===== src/rtl/sci_host_master.sv =====
// SCI host master: free-running SCLK, one-byte TX holding register and framed
// TX/RX shifters (idle 1, start 0, 8 data bits LSB first, stop 1).
module sci_host_master #(
  parameter int CLKDIV = 4
) (
  input  logic       clk,
  input  logic       reset,
  input  logic [7:0] in_data,
  input  logic       in_valid,
  output logic       in_ready,
  output logic [7:0] out_data,
  output logic       out_valid,
  input  logic       out_ready,
  output logic       sci_sclk,
  output logic       sci_txd,
  input  logic       sci_rxd,
  input  logic       sci_txr_n,
  output logic       sci_rxr_n,
  output logic       rx_err
);

  typedef enum logic [1:0] {TX_IDLE, TX_START, TX_DATA, TX_STOP} txState_e;
  typedef enum logic [1:0] {RX_IDLE, RX_DATA, RX_STOP} rxState_e;

  localparam logic [7:0] DivLast = 8'(CLKDIV - 1);

  logic [7:0] divCnt_q, divCnt_d;
  logic       sclk_q, sclk_d;
  logic [1:0] rxdSync_q, txrSync_q;
  logic       tick, riseEvt, fallEvt, rxdS, txrS, canStart;

  txState_e   txState_q, txState_d;
  logic [7:0] holdData_q, holdData_d;
  logic       holdFull_q, holdFull_d;
  logic [7:0] txShift_q, txShift_d;
  logic [2:0] txBitCnt_q, txBitCnt_d;
  logic       txd_q, txd_d;

  rxState_e   rxState_q, rxState_d;
  logic [7:0] rxShift_q, rxShift_d;
  logic [2:0] rxBitCnt_q, rxBitCnt_d;
  logic [7:0] outData_q, outData_d;
  logic       outValid_q, outValid_d;
  logic       rxErr_q, rxErr_d;
  logic       rxrN_q, rxrN_d;

  assign tick     = (divCnt_q == DivLast);
  assign riseEvt  = tick & ~sclk_q;
  assign fallEvt  = tick & sclk_q;
  assign rxdS     = rxdSync_q[1];
  assign txrS     = txrSync_q[1];
  assign canStart = holdFull_q & ~txrS;
  assign divCnt_d = tick ? 8'd0 : divCnt_q + 8'd1;
  assign sclk_d   = tick ? ~sclk_q : sclk_q;

  always_ff @(posedge clk or posedge reset) begin
    if (reset) begin
      txState_q <= TX_IDLE;
      rxState_q <= RX_IDLE;
    end else begin
      txState_q <= txState_d;
      rxState_q <= rxState_d;
    end
  end

  // Synchronizers idle high so a released reset never looks like a start bit.
  always_ff @(posedge clk or posedge reset) begin
    if (reset) begin
      divCnt_q   <= '0;
      sclk_q     <= 1'b0;
      rxdSync_q  <= 2'b11;
      txrSync_q  <= 2'b11;
      holdData_q <= '0;
      holdFull_q <= 1'b0;
      txShift_q  <= '0;
      txBitCnt_q <= '0;
      txd_q      <= 1'b1;
      rxShift_q  <= '0;
      rxBitCnt_q <= '0;
      outData_q  <= '0;
      outValid_q <= 1'b0;
      rxErr_q    <= 1'b0;
      rxrN_q     <= 1'b1;
    end else begin
      divCnt_q   <= divCnt_d;
      sclk_q     <= sclk_d;
      rxdSync_q  <= {rxdSync_q[0], sci_rxd};
      txrSync_q  <= {txrSync_q[0], sci_txr_n};
      holdData_q <= holdData_d;
      holdFull_q <= holdFull_d;
      txShift_q  <= txShift_d;
      txBitCnt_q <= txBitCnt_d;
      txd_q      <= txd_d;
      rxShift_q  <= rxShift_d;
      rxBitCnt_q <= rxBitCnt_d;
      outData_q  <= outData_d;
      outValid_q <= outValid_d;
      rxErr_q    <= rxErr_d;
      rxrN_q     <= rxrN_d;
    end
  end

  always_comb begin
    txState_d = txState_q;
    if (fallEvt) begin
      unique case (txState_q)
        TX_IDLE:  if (canStart) txState_d = TX_START;
        TX_START: txState_d = TX_DATA;
        TX_DATA:  if (txBitCnt_q == 3'd7) txState_d = TX_STOP;
        TX_STOP:  txState_d = canStart ? TX_START : TX_IDLE;
        default:  txState_d = TX_IDLE;
      endcase
    end
  end

  // txd is registered; each state's value is launched on the fall that enters it.
  always_comb begin
    holdData_d = holdData_q;
    holdFull_d = holdFull_q;
    txShift_d  = txShift_q;
    txBitCnt_d = txBitCnt_q;
    txd_d      = txd_q;
    if (in_valid && !holdFull_q) begin
      holdData_d = in_data;
      holdFull_d = 1'b1;
    end
    if (fallEvt) begin
      unique case (txState_q)
        TX_IDLE, TX_STOP: begin
          if (canStart) begin
            txShift_d  = holdData_q;
            holdFull_d = 1'b0;
            txd_d      = 1'b0;
          end else begin
            txd_d = 1'b1;
          end
        end
        TX_START: begin
          txd_d      = txShift_q[0];
          txShift_d  = {1'b0, txShift_q[7:1]};
          txBitCnt_d = 3'd0;
        end
        TX_DATA: begin
          if (txBitCnt_q == 3'd7) begin
            txd_d = 1'b1;
          end else begin
            txd_d      = txShift_q[0];
            txShift_d  = {1'b0, txShift_q[7:1]};
            txBitCnt_d = txBitCnt_q + 3'd1;
          end
        end
        default: txd_d = 1'b1;
      endcase
    end
  end

  always_comb begin
    rxState_d = rxState_q;
    if (riseEvt) begin
      unique case (rxState_q)
        RX_IDLE: if (!rxdS) rxState_d = RX_DATA;
        RX_DATA: if (rxBitCnt_q == 3'd7) rxState_d = RX_STOP;
        RX_STOP: rxState_d = RX_IDLE;
        default: rxState_d = RX_IDLE;
      endcase
    end
  end

  // A byte is only loaded into an empty buffer, so load and handshake never collide.
  always_comb begin
    rxShift_d  = rxShift_q;
    rxBitCnt_d = rxBitCnt_q;
    outData_d  = outData_q;
    outValid_d = outValid_q;
    rxErr_d    = 1'b0;
    if (outValid_q && out_ready) outValid_d = 1'b0;
    if (riseEvt) begin
      unique case (rxState_q)
        RX_IDLE: rxBitCnt_d = 3'd0;
        RX_DATA: begin
          rxShift_d  = {rxdS, rxShift_q[7:1]};
          rxBitCnt_d = rxBitCnt_q + 3'd1;
        end
        RX_STOP: begin
          if (!rxdS || outValid_q) begin
            rxErr_d = 1'b1;
          end else begin
            outData_d  = rxShift_q;
            outValid_d = 1'b1;
          end
        end
        default: rxBitCnt_d = 3'd0;
      endcase
    end
    rxrN_d = outValid_d;
  end

  assign in_ready  = ~holdFull_q;
  assign out_data  = outData_q;
  assign out_valid = outValid_q;
  assign sci_sclk  = sclk_q;
  assign sci_txd   = txd_q;
  assign sci_rxr_n = rxrN_q;
  assign rx_err    = rxErr_q;

endmodule

===== config.mk =====
export PLATFORM = sky130hd
export DESIGN_NAME = sci_host_master
export DESIGN_NICKNAME = d
export VERILOG_FILES = /design/src/rtl/sci_host_master.sv
export SDC_FILE = /design/constraint.sdc
export NUM_CORES = 1
export LEC_CHECK = 0
export BUFFER_PORTS_ARGS = -buffer_cell sky130_fd_sc_hd__buf_2
export CAP_MARGIN = 15
export CORE_ASPECT_RATIO = 1.25
export CORE_UTILIZATION = 25
export CTS_CLUSTER_DIAMETER = 40
export DETAILED_ROUTE_END_ITERATION = 10
export PLACE_DENSITY_LB_ADDON = 0.2
export SYNTH_ARGS = -nofsm -noshare
export SYNTH_HDL_FRONTEND = slang
export SYNTH_SLANG_ARGS = --single-unit

===== constraint.sdc =====
create_clock -name clk -period 2.1 [get_ports clk]
set_input_delay 0.21 -clock clk [delete_from_list [all_inputs] [get_ports clk]]
set_output_delay 0.21 -clock clk [all_outputs]
set_load 0.02 [all_outputs]

==> flow_metrics.py <==
metrics = {
    "clocking": {
        "clk_latency_ps": 320,
        "clock_path_buffers": 2,
        "cts_buffers": 9,
        "cts_resized": 0,
        "htreeDepth": 3,
        "cts_tree": "yes",
        "clockRootBuffer": "clkbuf_16",
        "ctsHoldBuffers": 3,
        "cts.sinks": 60,
        "cts.clk_slew.worst_paths_ps": 50,
        "post_cts_buffers": 0,
    },
    "die": {
        "ios": 28,
        "die_h_um": 117,
        "die_area_um2": 10900,
        "die_w_um": 93.7,
        "start_util_pct": 25.8,
        "fp-row-count": 41,
        "core_area_um2": 10200,
    },
    "yosys": {
        "muxShareOfSynthArea_pct": 14.5,
        "synthArstFlopShare_pct": 100,
        "yosysUniqueCellTypes": 37,
        "synth_most_common_cell": "dfrtp_1",
        "netlist_area_um2": 2630,
        "synth_top_area_cell": "dfrtp_1",
        "ys_warn_count": 0,
        "synth_compound_area_share_pct": 7.48,
        "synth_ff_type": "dfrtp_1",
        "yosys.area_share.simple_pct": 11.1,
        "synthTopCellsByCount": "dfrtp_1, nand2_1, mux2_2, o21ai_0, ha_1",
        "synth_nets": 227,
        "synth_top_family_by_area": "multiplexers",
        "yosys.area_share.xor_xnor_pct": 2.00,
        "synth_cells": 202,
        "synth-seq-area-share_pct": 57.5,
        "synthAdderAreaFrac_pct": 5.24,
        "synth_edf_count": 0,
        "ys_ff_latch": 60,
        "synth_top_area_share_pct": 51.5,
        "yosys-top-cells-area": "dfrtp_1, mux2_2, dfstp_2",
        "syn_avg_cell_area_um2": 13.0,
    },
    "outcome": {
        "outcome": "complete, no violations",
    },
    "route": {
        "drt-pass1-iter-count": 4,
        "routed_via_density": 4.27,
        "post-route-drc-count": 0,
        "drtAntennaViolNets": 0,
        "wire_per_inst_um": 12.5,
        "drt_iter0_drc": 66,
        "vias": 1624,
        "wirelength_um": 4760,
    },
    "worst_setup_path": {
        "timing.rr.start": "divCnt_q[6]",
        "reg2reg_setup_slack_ps": 120,
        "cp-end-kind": "register",
        "startpoint_type": "register",
        "crit_fanout": 9,
        "cp.required_ps": 2300,
        "rr_worst_depth": 4,
        "critPathArrivalTime_ps": 2180,
        "rr_endpoint": "out_data[4]",
        "path_class": "reg2reg",
    },
    "power": {
        "p_leak_nw": 1.56,
        "power_mw": 3.47,
        "clkPwrFrac_pct": 37.3,
        "power_per_cell_area_nw_per_um2": 1060,
        "internal_power_mw": 2.53,
        "comb_power_share_pct": 19.2,
        "switching_share_pct": 27.0,
        "p_seq_share_pct": 43.5,
        "vdd_drop_max_mv": 0.478,
        "switchingPower_uw": 936,
    },
    "timing": {
        "rsz0062_at_grt": "no",
        "period_minus_slack_ps": 1980,
        "min_period_over_period_pct": 94.1,
        "relSlewSlack_pct": 60.8,
        "worst_pin_slew_ps": 588,
        "fin_setup_tns_ps": 0,
        "slew_violations": 0,
        "setup_viol_count_final": 0,
        "max_freq_ghz": 0.506,
        "hold_violations": 0,
        "finClkSkew_ps": 3.80,
    },
    "global_routing": {
        "top_usage_layer": "met2",
        "antenna_found_initial": 0,
        "grt_pass1_wl_um": 8000,
        "grt_overflow": 0,
        "met2_usage_pct": 15.1,
        "grt_use_met1_pct": 12.1,
        "met3_usage_pct": 3.19,
        "grt_pass1_vias": 1625,
        "grt_use_total_pct": 9.97,
        "grt_max_degree": 28,
    },
    "finish": {
        "stdcell_count": 380,
        "design_area_um2": 3260,
        "insertedDiodeCount": 0,
        "layout-drive-gt1-share_pct": 33.5,
        "final_util_pct": 32.1,
        "finalNetCount": 271,
        "nFillCells": 1055,
        "regArea_um2": 1510,
        "syn2layout_area_growth_pct": 24.4,
        "multi_input_area_um2": 1060,
    },
    "min_path": {
        "min_from": "out_ready",
        "hp-class": "in2reg",
        "hold-path-endpoint": "sci_rxr_n",
        "hold_depth": 2,
    },
    "placed_design": {
        "dp_hpwl_um": 3380,
        "place.port_buffers": 27,
        "dpl_cell_area_um2": 2970,
        "dp.cells": 361,
        "gp_congestion": 0.682,
    },
    "run": {
        "max_cap_viol_count": 0,
    },
}
## placed cells by master (no fill, tap or decap), types with 7 or more instances in the layout
cell | netlist | final
dfrtp_1 | 54 | 54
buf_2 | 1 | 27
nand2_1 | 19 | 19
mux2_2 | 17 | 17
o21ai_0 | 13 | 13
ha_1 | 11 | 11
clkbuf_16 | 0 | 9
mux2_4 | 8 | 8
nand3_1 | 8 | 8
buf_4 | 0 | 8
mux2i_1 | 7 | 7
## power by group through the flow
stage / sequential (mW) / clock [mW] / combinational (mW)
2_1_floorplan: 1.50 / 0 / 0.506
3_3_place_gp: 1.53 / 0 / 0.664
3_5_place_dp: 1.53 / 0 / 0.673
4_1_cts: 1.51 / 1.35 / 0.682
5_1_grt: 1.53 / 1.41 / 0.750
6_report: 1.51 / 1.29 / 0.666
## final cells by class
cell class / count / share of cell area, %
Tap cell: 129 / 4.94
Clock buffer: 14 / 7.78
Clock inverter: 2 / 0.307
Inverter: 7 / 0.805
Sequential cell: 60 / 46.2
Timing Repair Buffer: 39 / 7.51
Multi-Input combinational cell: 129 / 32.4
## per-stage QoR
step / hold slack, ps / worst slack [ps]
floorplan: 214 / 1.70
global placement: 310 / 145
detailed placement: 310 / 123
CTS: 53.0 / 113
global route: 60.8 / 29.3
finish: 64.5 / 123
## critical path, cell delays in order (launching register included)
cell	delay [ps]
dfrtp_1	420
nor4_4	360
nand4b_4	130
or4b_4	620
mux2_4	330
## how the worst max path moves through the flow
stage,from,end,slack (ps),cells after the start
after global placement,divCnt_q[6],out_data[2],150,4
after floorplan,divCnt_q[6],out_data[0],2,5
after detailed placement,divCnt_q[6],out_data[3],120,4
after global routing,divCnt_q[6],out_data[4],30,4
after CTS,divCnt_q[6],out_data[4],110,4
final,divCnt_q[6],out_data[4],120,4
## kinds of logic (layout without fill, tap and decap cells)
family	Yosys count	after routing
buffers and inverters	13	62
multiplexers	32	32
adder cells (fa/ha/maj)	11	11
flip-flops	60	60
XOR/XNOR	6	6
AO/OA/AOI/OAI	29	29
AND/OR/NAND/NOR	51	51
## registers in the layout, indices dropped and copies added, names as in the netlist, 2 cells and up
signal and count:
rxShift_q 8, out_data 8, txShift_q 8, txState_q 2
rxdSync_q 2, txrSync_q 2, rxBitCnt_q 3, holdData_q 8
divCnt_q 8, rxState_q 2, txBitCnt_q 3
## per-layer routing
metal,up-vias,part of all wire (%)
li1,801,-
met1,786,47
met2,28,46
met3,9,4.0
met4,0,2.9
met5,-,0
Power figures use the tool's default switching activity.
